==> src/rtl/insn_encoder_loader.sv <==
// insn_encoder_loader: encodes RV32I instructions from decoded fields and
// streams them into imem through a small buffer and a back-pressured port.
//
// Ports:
//   i_clk, i_reset        clock, synchronous active-high reset
//   i_start               open a load session (IDLE only)
//   i_req_vld/o_req_rdy   encode request handshake, i_req_last ends session
//   i_cls, i_alu_op, i_funct3, i_rd, i_rs1, i_rs2, i_imm  decoded fields
//   o_imem_we/i_imem_rdy  imem write handshake, o_imem_addr/o_imem_wdata
//   o_err, o_err_cnt      illegal-request pulse and saturating count
//   o_wr_cnt, o_ovf       words written, address space exhausted (sticky)
//   o_done, o_busy        session end pulse, session in progress
module insn_encoder_loader #(
    parameter int ADDR_W     = 11,
    parameter int BASE_ADDR  = 0,
    parameter int FIFO_DEPTH = 4
) (
    input  logic              i_clk,
    input  logic              i_reset,
    input  logic              i_start,
    input  logic              i_req_vld,
    output logic              o_req_rdy,
    input  logic              i_req_last,
    input  logic [3:0]        i_cls,
    input  logic [3:0]        i_alu_op,
    input  logic [2:0]        i_funct3,
    input  logic [4:0]        i_rd,
    input  logic [4:0]        i_rs1,
    input  logic [4:0]        i_rs2,
    input  logic [31:0]       i_imm,
    output logic              o_imem_we,
    input  logic              i_imem_rdy,
    output logic [ADDR_W-1:0] o_imem_addr,
    output logic [31:0]       o_imem_wdata,
    output logic              o_err,
    output logic [7:0]        o_err_cnt,
    output logic [ADDR_W:0]   o_wr_cnt,
    output logic              o_ovf,
    output logic              o_done,
    output logic              o_busy
);

    localparam int PW = $clog2(FIFO_DEPTH);
    localparam logic [ADDR_W-1:0] BASE_C = ADDR_W'(BASE_ADDR);
    localparam logic [ADDR_W-1:0] LAST_C = '1;
    localparam logic [PW:0] DEPTH_C = (PW+1)'(FIFO_DEPTH);

    localparam logic [6:0] OP_R     = 7'b0110011;
    localparam logic [6:0] OP_I     = 7'b0010011;
    localparam logic [6:0] OP_LOAD  = 7'b0000011;
    localparam logic [6:0] OP_STORE = 7'b0100011;
    localparam logic [6:0] OP_BR    = 7'b1100011;
    localparam logic [6:0] OP_LUI   = 7'b0110111;
    localparam logic [6:0] OP_AUIPC = 7'b0010111;
    localparam logic [6:0] OP_JAL   = 7'b1101111;
    localparam logic [6:0] OP_JALR  = 7'b1100111;

    typedef enum logic [1:0] {
        S_IDLE,
        S_RUN,
        S_FLUSH,
        S_DONE
    } state_e;

    state_e            state_q;
    logic [PW-1:0]     wptr_q;
    logic [PW-1:0]     rptr_q;
    logic [PW:0]       cnt_q;
    logic [PW:0]       cnt_d;
    logic [ADDR_W-1:0] addr_q;
    logic [ADDR_W:0]   wr_cnt_q;
    logic [7:0]        err_cnt_q;
    logic              ovf_q;
    logic              err_q;
    logic [31:0]       mem_q [FIFO_DEPTH];

    // ALU op to funct3 / legality
    logic [2:0] af3;
    logic       alu_ok;
    logic       alu_sh;
    logic [6:0] af7;

    always_comb begin
        af3    = 3'b000;
        alu_ok = 1'b1;
        case (i_alu_op)
            4'd0, 4'd1: af3 = 3'b000;
            4'd2:       af3 = 3'b001;
            4'd3:       af3 = 3'b010;
            4'd4:       af3 = 3'b011;
            4'd5:       af3 = 3'b100;
            4'd6, 4'd7: af3 = 3'b101;
            4'd8:       af3 = 3'b110;
            4'd9:       af3 = 3'b111;
            default:    alu_ok = 1'b0;
        endcase
    end

    assign alu_sh = (i_alu_op == 4'd2) | (i_alu_op == 4'd6) |
                    (i_alu_op == 4'd7);
    assign af7 = ((i_alu_op == 4'd1) | (i_alu_op == 4'd7)) ?
                 7'h20 : 7'h00;

    // Immediate range checks: upper bits must be a pure sign extension
    logic imm_i_ok;
    logic imm_b_ok;
    logic imm_j_ok;

    assign imm_i_ok = (i_imm[31:11] == '0) | (i_imm[31:11] == '1);
    assign imm_b_ok = ((i_imm[31:12] == '0) | (i_imm[31:12] == '1)) &
                      ~i_imm[0];
    assign imm_j_ok = ((i_imm[31:20] == '0) | (i_imm[31:20] == '1)) &
                      ~i_imm[0];

    logic ld_f3_ok;
    logic st_f3_ok;
    logic br_f3_ok;

    assign ld_f3_ok = (i_funct3 != 3'b011) & (i_funct3 != 3'b110) &
                      (i_funct3 != 3'b111);
    assign st_f3_ok = (i_funct3 == 3'b000) | (i_funct3 == 3'b001) |
                      (i_funct3 == 3'b010);
    assign br_f3_ok = (i_funct3 != 3'b010) & (i_funct3 != 3'b011);

    logic [31:0] enc_word;
    logic        enc_ok;

    always_comb begin
        enc_word = '0;
        enc_ok   = 1'b0;
        case (i_cls)
            4'd0: begin
                enc_word = {af7, i_rs2, i_rs1, af3, i_rd, OP_R};
                enc_ok   = alu_ok;
            end
            4'd1: begin
                if (alu_sh) begin
                    enc_word = {af7, i_imm[4:0], i_rs1, af3, i_rd, OP_I};
                    enc_ok   = alu_ok & (i_imm[31:5] == '0);
                end else begin
                    enc_word = {i_imm[11:0], i_rs1, af3, i_rd, OP_I};
                    enc_ok   = alu_ok & (i_alu_op != 4'd1) & imm_i_ok;
                end
            end
            4'd2: begin
                enc_word = {i_imm[11:0], i_rs1, i_funct3, i_rd, OP_LOAD};
                enc_ok   = ld_f3_ok & imm_i_ok;
            end
            4'd3: begin
                enc_word = {i_imm[11:5], i_rs2, i_rs1, i_funct3,
                            i_imm[4:0], OP_STORE};
                enc_ok   = st_f3_ok & imm_i_ok;
            end
            4'd4: begin
                enc_word = {i_imm[12], i_imm[10:5], i_rs2, i_rs1, i_funct3,
                            i_imm[4:1], i_imm[11], OP_BR};
                enc_ok   = br_f3_ok & imm_b_ok;
            end
            4'd5: begin
                enc_word = {i_imm[31:12], i_rd, OP_LUI};
                enc_ok   = 1'b1;
            end
            4'd6: begin
                enc_word = {i_imm[31:12], i_rd, OP_AUIPC};
                enc_ok   = 1'b1;
            end
            4'd7: begin
                enc_word = {i_imm[20], i_imm[10:1], i_imm[11],
                            i_imm[19:12], i_rd, OP_JAL};
                enc_ok   = imm_j_ok;
            end
            4'd8: begin
                enc_word = {i_imm[11:0], i_rs1, 3'b000, i_rd, OP_JALR};
                enc_ok   = (i_funct3 == 3'b000) & imm_i_ok;
            end
            default: begin
                enc_word = '0;
                enc_ok   = 1'b0;
            end
        endcase
    end

    logic accept;
    logic push;
    logic pop;

    assign o_req_rdy = (state_q == S_RUN) & (cnt_q != DEPTH_C) & ~ovf_q;
    assign o_imem_we = (cnt_q != '0) & ~ovf_q;
    assign accept    = i_req_vld & o_req_rdy;
    assign push      = accept & enc_ok;
    assign pop       = o_imem_we & i_imem_rdy;

    always_comb begin
        cnt_d = cnt_q;
        if (push & ~pop) begin
            cnt_d = cnt_q + (PW+1)'(1);
        end else if (pop & ~push) begin
            cnt_d = cnt_q - (PW+1)'(1);
        end
    end

    always_ff @(posedge i_clk) begin
        if (push) begin
            mem_q[wptr_q] <= enc_word;
        end
    end

    always_ff @(posedge i_clk) begin
        if (i_reset) begin
            state_q   <= S_IDLE;
            wptr_q    <= '0;
            rptr_q    <= '0;
            cnt_q     <= '0;
            addr_q    <= BASE_C;
            wr_cnt_q  <= '0;
            err_cnt_q <= '0;
            ovf_q     <= 1'b0;
            err_q     <= 1'b0;
        end else begin
            err_q <= accept & ~enc_ok;
            if (accept & ~enc_ok & (err_cnt_q != 8'hFF)) begin
                err_cnt_q <= err_cnt_q + 8'd1;
            end
            if (push) begin
                wptr_q <= wptr_q + PW'(1);
            end
            cnt_q <= cnt_d;
            if (pop) begin
                rptr_q   <= rptr_q + PW'(1);
                wr_cnt_q <= wr_cnt_q + (ADDR_W+1)'(1);
                // Last word of the address space: park, never wrap
                if (addr_q == LAST_C) begin
                    ovf_q <= 1'b1;
                end else begin
                    addr_q <= addr_q + ADDR_W'(1);
                end
            end
            case (state_q)
                S_IDLE: begin
                    if (i_start) begin
                        state_q   <= S_RUN;
                        addr_q    <= BASE_C;
                        wr_cnt_q  <= '0;
                        err_cnt_q <= '0;
                        ovf_q     <= 1'b0;
                        wptr_q    <= '0;
                        rptr_q    <= '0;
                        cnt_q     <= '0;
                    end
                end
                S_RUN, S_FLUSH: begin
                    // Overflow ends the session and discards what is left
                    if (ovf_q) begin
                        state_q <= S_DONE;
                        wptr_q  <= '0;
                        rptr_q  <= '0;
                        cnt_q   <= '0;
                    end else if (state_q == S_RUN) begin
                        if (accept & i_req_last) begin
                            state_q <= S_FLUSH;
                        end
                    end else if (cnt_q == '0) begin
                        state_q <= S_DONE;
                    end
                end
                S_DONE: begin
                    state_q <= S_IDLE;
                end
                default: begin
                    state_q <= S_IDLE;
                end
            endcase
        end
    end

    assign o_imem_addr  = addr_q;
    assign o_imem_wdata = mem_q[rptr_q];
    assign o_err        = err_q;
    assign o_err_cnt    = err_cnt_q;
    assign o_wr_cnt     = wr_cnt_q;
    assign o_ovf        = ovf_q;
    assign o_done       = (state_q == S_DONE);
    assign o_busy       = (state_q != S_IDLE);

endmodule

==> config.mk <==
export PLATFORM = sky130hd
export DESIGN_NAME = insn_encoder_loader
export DESIGN_NICKNAME = d
export VERILOG_FILES = /design/src/rtl/insn_encoder_loader.sv
export SDC_FILE = /design/constraint.sdc
export NUM_CORES = 1
export LEC_CHECK = 0
export CAP_MARGIN = 20
export CORE_AREA = 2 2 114 116
export DETAILED_ROUTE_END_ITERATION = 8
export DIE_AREA = 0 0 116 118
export DONT_BUFFER_PORTS = 1
export GPL_ROUTABILITY_DRIVEN = 0
export PLACE_DENSITY = 0.8
export SETUP_SLACK_MARGIN = 0.15
export SYNTH_ARGS = -nofsm -noshare
export SYNTH_HDL_FRONTEND = slang
export SYNTH_SLANG_ARGS = --single-unit
==> constraint.sdc <==
create_clock -name i_clk -period 6.35 [get_ports i_clk]
set_input_delay 1.5875 -clock i_clk [delete_from_list [all_inputs] [get_ports i_clk]]
set_output_delay 1.5875 -clock i_clk [all_outputs]
set_load 0.02 [all_outputs]
==> reports/qor.txt <==
Drt pass-1 iters = 6
Ys Warns = 0
Hold_ws = 535 ps
Drt total wl = 18.1 mm
Post-synth cell types = 71
Critical Path Fanout Max = 31
Startpoint Class = input pin
Final ANT Viol Nets = 0
Die Wd = 116 µm
Final Max Slew Viols = 0
Crit path cell chain = nor4_1, nand3_1, nor4b_4, o31ai_2, nand3_4, and2_2
Placed instance area = 8020 µm²
Post-CTS Setup Inserts = 0
Largest net degree at the start of global routing = 48
CP Capture Type = flip-flop
DP HPWL = 12.5 mm
Max-cap viol count = 0
Outcome = finished, final reports clean
H-tree depth = 4
CORE AREA = 12400 µm²
Total GRT Usage = 27.1%
FP Rows = 41
Detailed Route Iter0 Violations = 789
Cells after Synth = 631
Reg-to-reg endpoint = mem_q[3][9]
HP Class = flip-flop to flip-flop
WL met3 = 1.73 mm
Layout cells sized above 1 = 13.6%
Die span in y = 118 µm
Synth Cell Area = 7940 µm²
I/O pins = 133
# diodes = 0
Reg-to-Reg Start = state_q[1]
Fraction of registers with async set/reset = 0%
DRT met1 WL = 6.64 mm
Layout Skew = 6.70 ps
Most common cell after layout, fill and taps aside = edfxtp_1
Initial core utilization = 64.0%
Vias in the first global route = 5215
CP peak stage delay = 720 ps
CP Class = input pin to flip-flop
Port Buffer Count = 0
Leakage power = 0.00283 µW
Finished Layout Cells = 805
Most frequent cells in the layout = 124 x edfxtp_1, 63 x nor2_1, 47 x nand2_1
EDFF count, synth = 124
Clock Path Buffers = 2
Clk slew on worst S/H paths = 60 ps
Fin crit share = 60.2%
First-pass GRT wire length = 27.6 mm
DRC Markers = 0
CTS Buf Count = 17
Peak supply drop = 0.000191 V
Vias/cell = 6.68
# setup viols final = 0
Routed wire length per instance = 22.5 µm
Area Overhead vs Synth = 8.29%
Top FF cell, synth = edfxtp_1
Post-CTS Resized = 0
Worst-Margin Slew = 1010 ps
Clock root buffer = clkbuf_16
Final Hold Vio Count = 0
Design Area, Final = 8600 µm²
Hold_buf cts = 0
Post-synthesis sequential area ratio = 57.5%
Worst hold path stage count = 2
Grt total ovfl = 0
Clk_lat worst skew = 430 ps
FILL cells = 882
Number of nets in the layout = 697
Setup slack, reg-to-reg = 3650 ps
Wire length on met2 = 8.50 mm
Critical Path RT = 6400 ps
Max-Slew Margin vs Limit = 32.6%
Power Density = 286 nW/µm²
CTS tree = built
Hold endpoint = state_q[1]
Design Power = 2460 µW
Total Neg Setup Slack = 0 ps
Die footprint = 13700 µm²
Post-synthesis register bit count = 166
Initial antenna violation count = 0
Placed cells = 773
CP max-delay cell = and2_2
Fin crit period = 3820 ps
Mapped Nets = 708
R2R depth = 7
Vias = 5375
Critical hold path startpoint = state_q[1]
RSZ-0062 raised after global routing = false
Top sig layer = met4
Clock Sinks = 166
Mean Syn Cell Area = 12.6 µm²
Data arrival time of the worst path = 3870 ps
Fmax = 0.262 GHz
## worst max path at each step
stage | startpoint | end | slack (ps) | cells past startpoint
2_1_floorplan | i_imm[17] | mem_q[0][10] | 2440 | 6
3_3_place_gp | i_imm[17] | mem_q[1][5] | 2110 | 6
3_5_place_dp | i_imm[17] | mem_q[3][12] | 2070 | 6
4_1_cts | rptr_q[0] | o_imem_wdata[1] | 2520 | 2
5_1_grt | i_imm[17] | mem_q[0][17] | 2410 | 6
6_report | i_imm[26] | mem_q[3][9] | 2530 | 6
## cell type report
class	count	area (µm²)	area share, %
timing repair buffer	4	30.0	0.349
clock buffer	17	425	4.95
multi-input combinational	412	3140	36.5
tap	172	215	2.50
inverter	19	71.3	0.829
sequential	166	4570	53.1
clock inverter	15	154	1.79
## power by group
part / internal (µW) / total [µW] / switching [µW] / leakage, µW
registers: 1190 / 1210 / 15.5 / 0.00147
clock network: 580 / 1000 / 422 / 0.000273
logic: 90.0 / 254 / 164 / 0.00109
## logic make-up (layout without fill, tap and decap cells)
kind of cell	Yosys count	count (layout)	share of synthesized area (%)
AND/OR/NAND/NOR	202	202	13.2
flip-flops	166	166	57.5
AO/OA/AOI/OAI	125	125	10.6
buffers and inverters	53	55	3.01
multiplexers	46	46	10.8
XOR/XNOR	25	25	2.76
adder cells (fa/ha/maj)	14	14	2.17
## critical path, delay by kind of cell
family          cells  cell delay, ps
compound gates      1             110
simple gates        5            2140
## metal layers
metal  up-vias  track usage [%]
met5         -                0
met4         0             17.1
met3        73             7.00
met2       324             42.5
met1      2580             33.1
li1       2398                -
## registers in the layout (all words and copies together), names as in the netlist
signal and flops:
mem_q 124, rptr_q 2, o_ovf 1, o_err 1, cnt_q 3, o_err_cnt 8
o_wr_cnt 12, wptr_q 2, o_imem_addr 11, state_q 2
## through the flow
step / util [%] / worst slack [ps]
3_5_place_dp: 64.6 / 2070
4_1_cts: 69.3 / 2520
2_1_floorplan: - / 2440
6_report: 69.3 / 2530
5_1_grt: 69.3 / 2410
3_3_place_gp: 64.6 / 2110
## cell usage after synthesis, drive strengths merged, types with 6 or more instances
cell type | instances | share of area [%]
a21oi | 36 | 2.3
a22o | 14 | 1.6
a22oi | 6 | 0.57
and2 | 8 | 0.69
and3 | 12 | 0.95
buf | 18 | 1.1
clkbuf | 16 | 1.0
dfxtp | 42 | 11
edfxtp | 124 | 47
ha | 13 | 2.0
inv | 18 | 0.85
mux2i | 10 | 1.3
mux4 | 31 | 8.8
nand2 | 48 | 2.3
nand3 | 12 | 0.91
nand4 | 13 | 1.0
nor2 | 63 | 3.0
nor2b | 11 | 0.87
nor3 | 9 | 0.57
o21ai | 22 | 1.4
o22ai | 6 | 0.47
or4 | 6 | 0.66
xnor2 | 12 | 1.3
xor2 | 13 | 1.4
(Power assumes the default switching activity.)
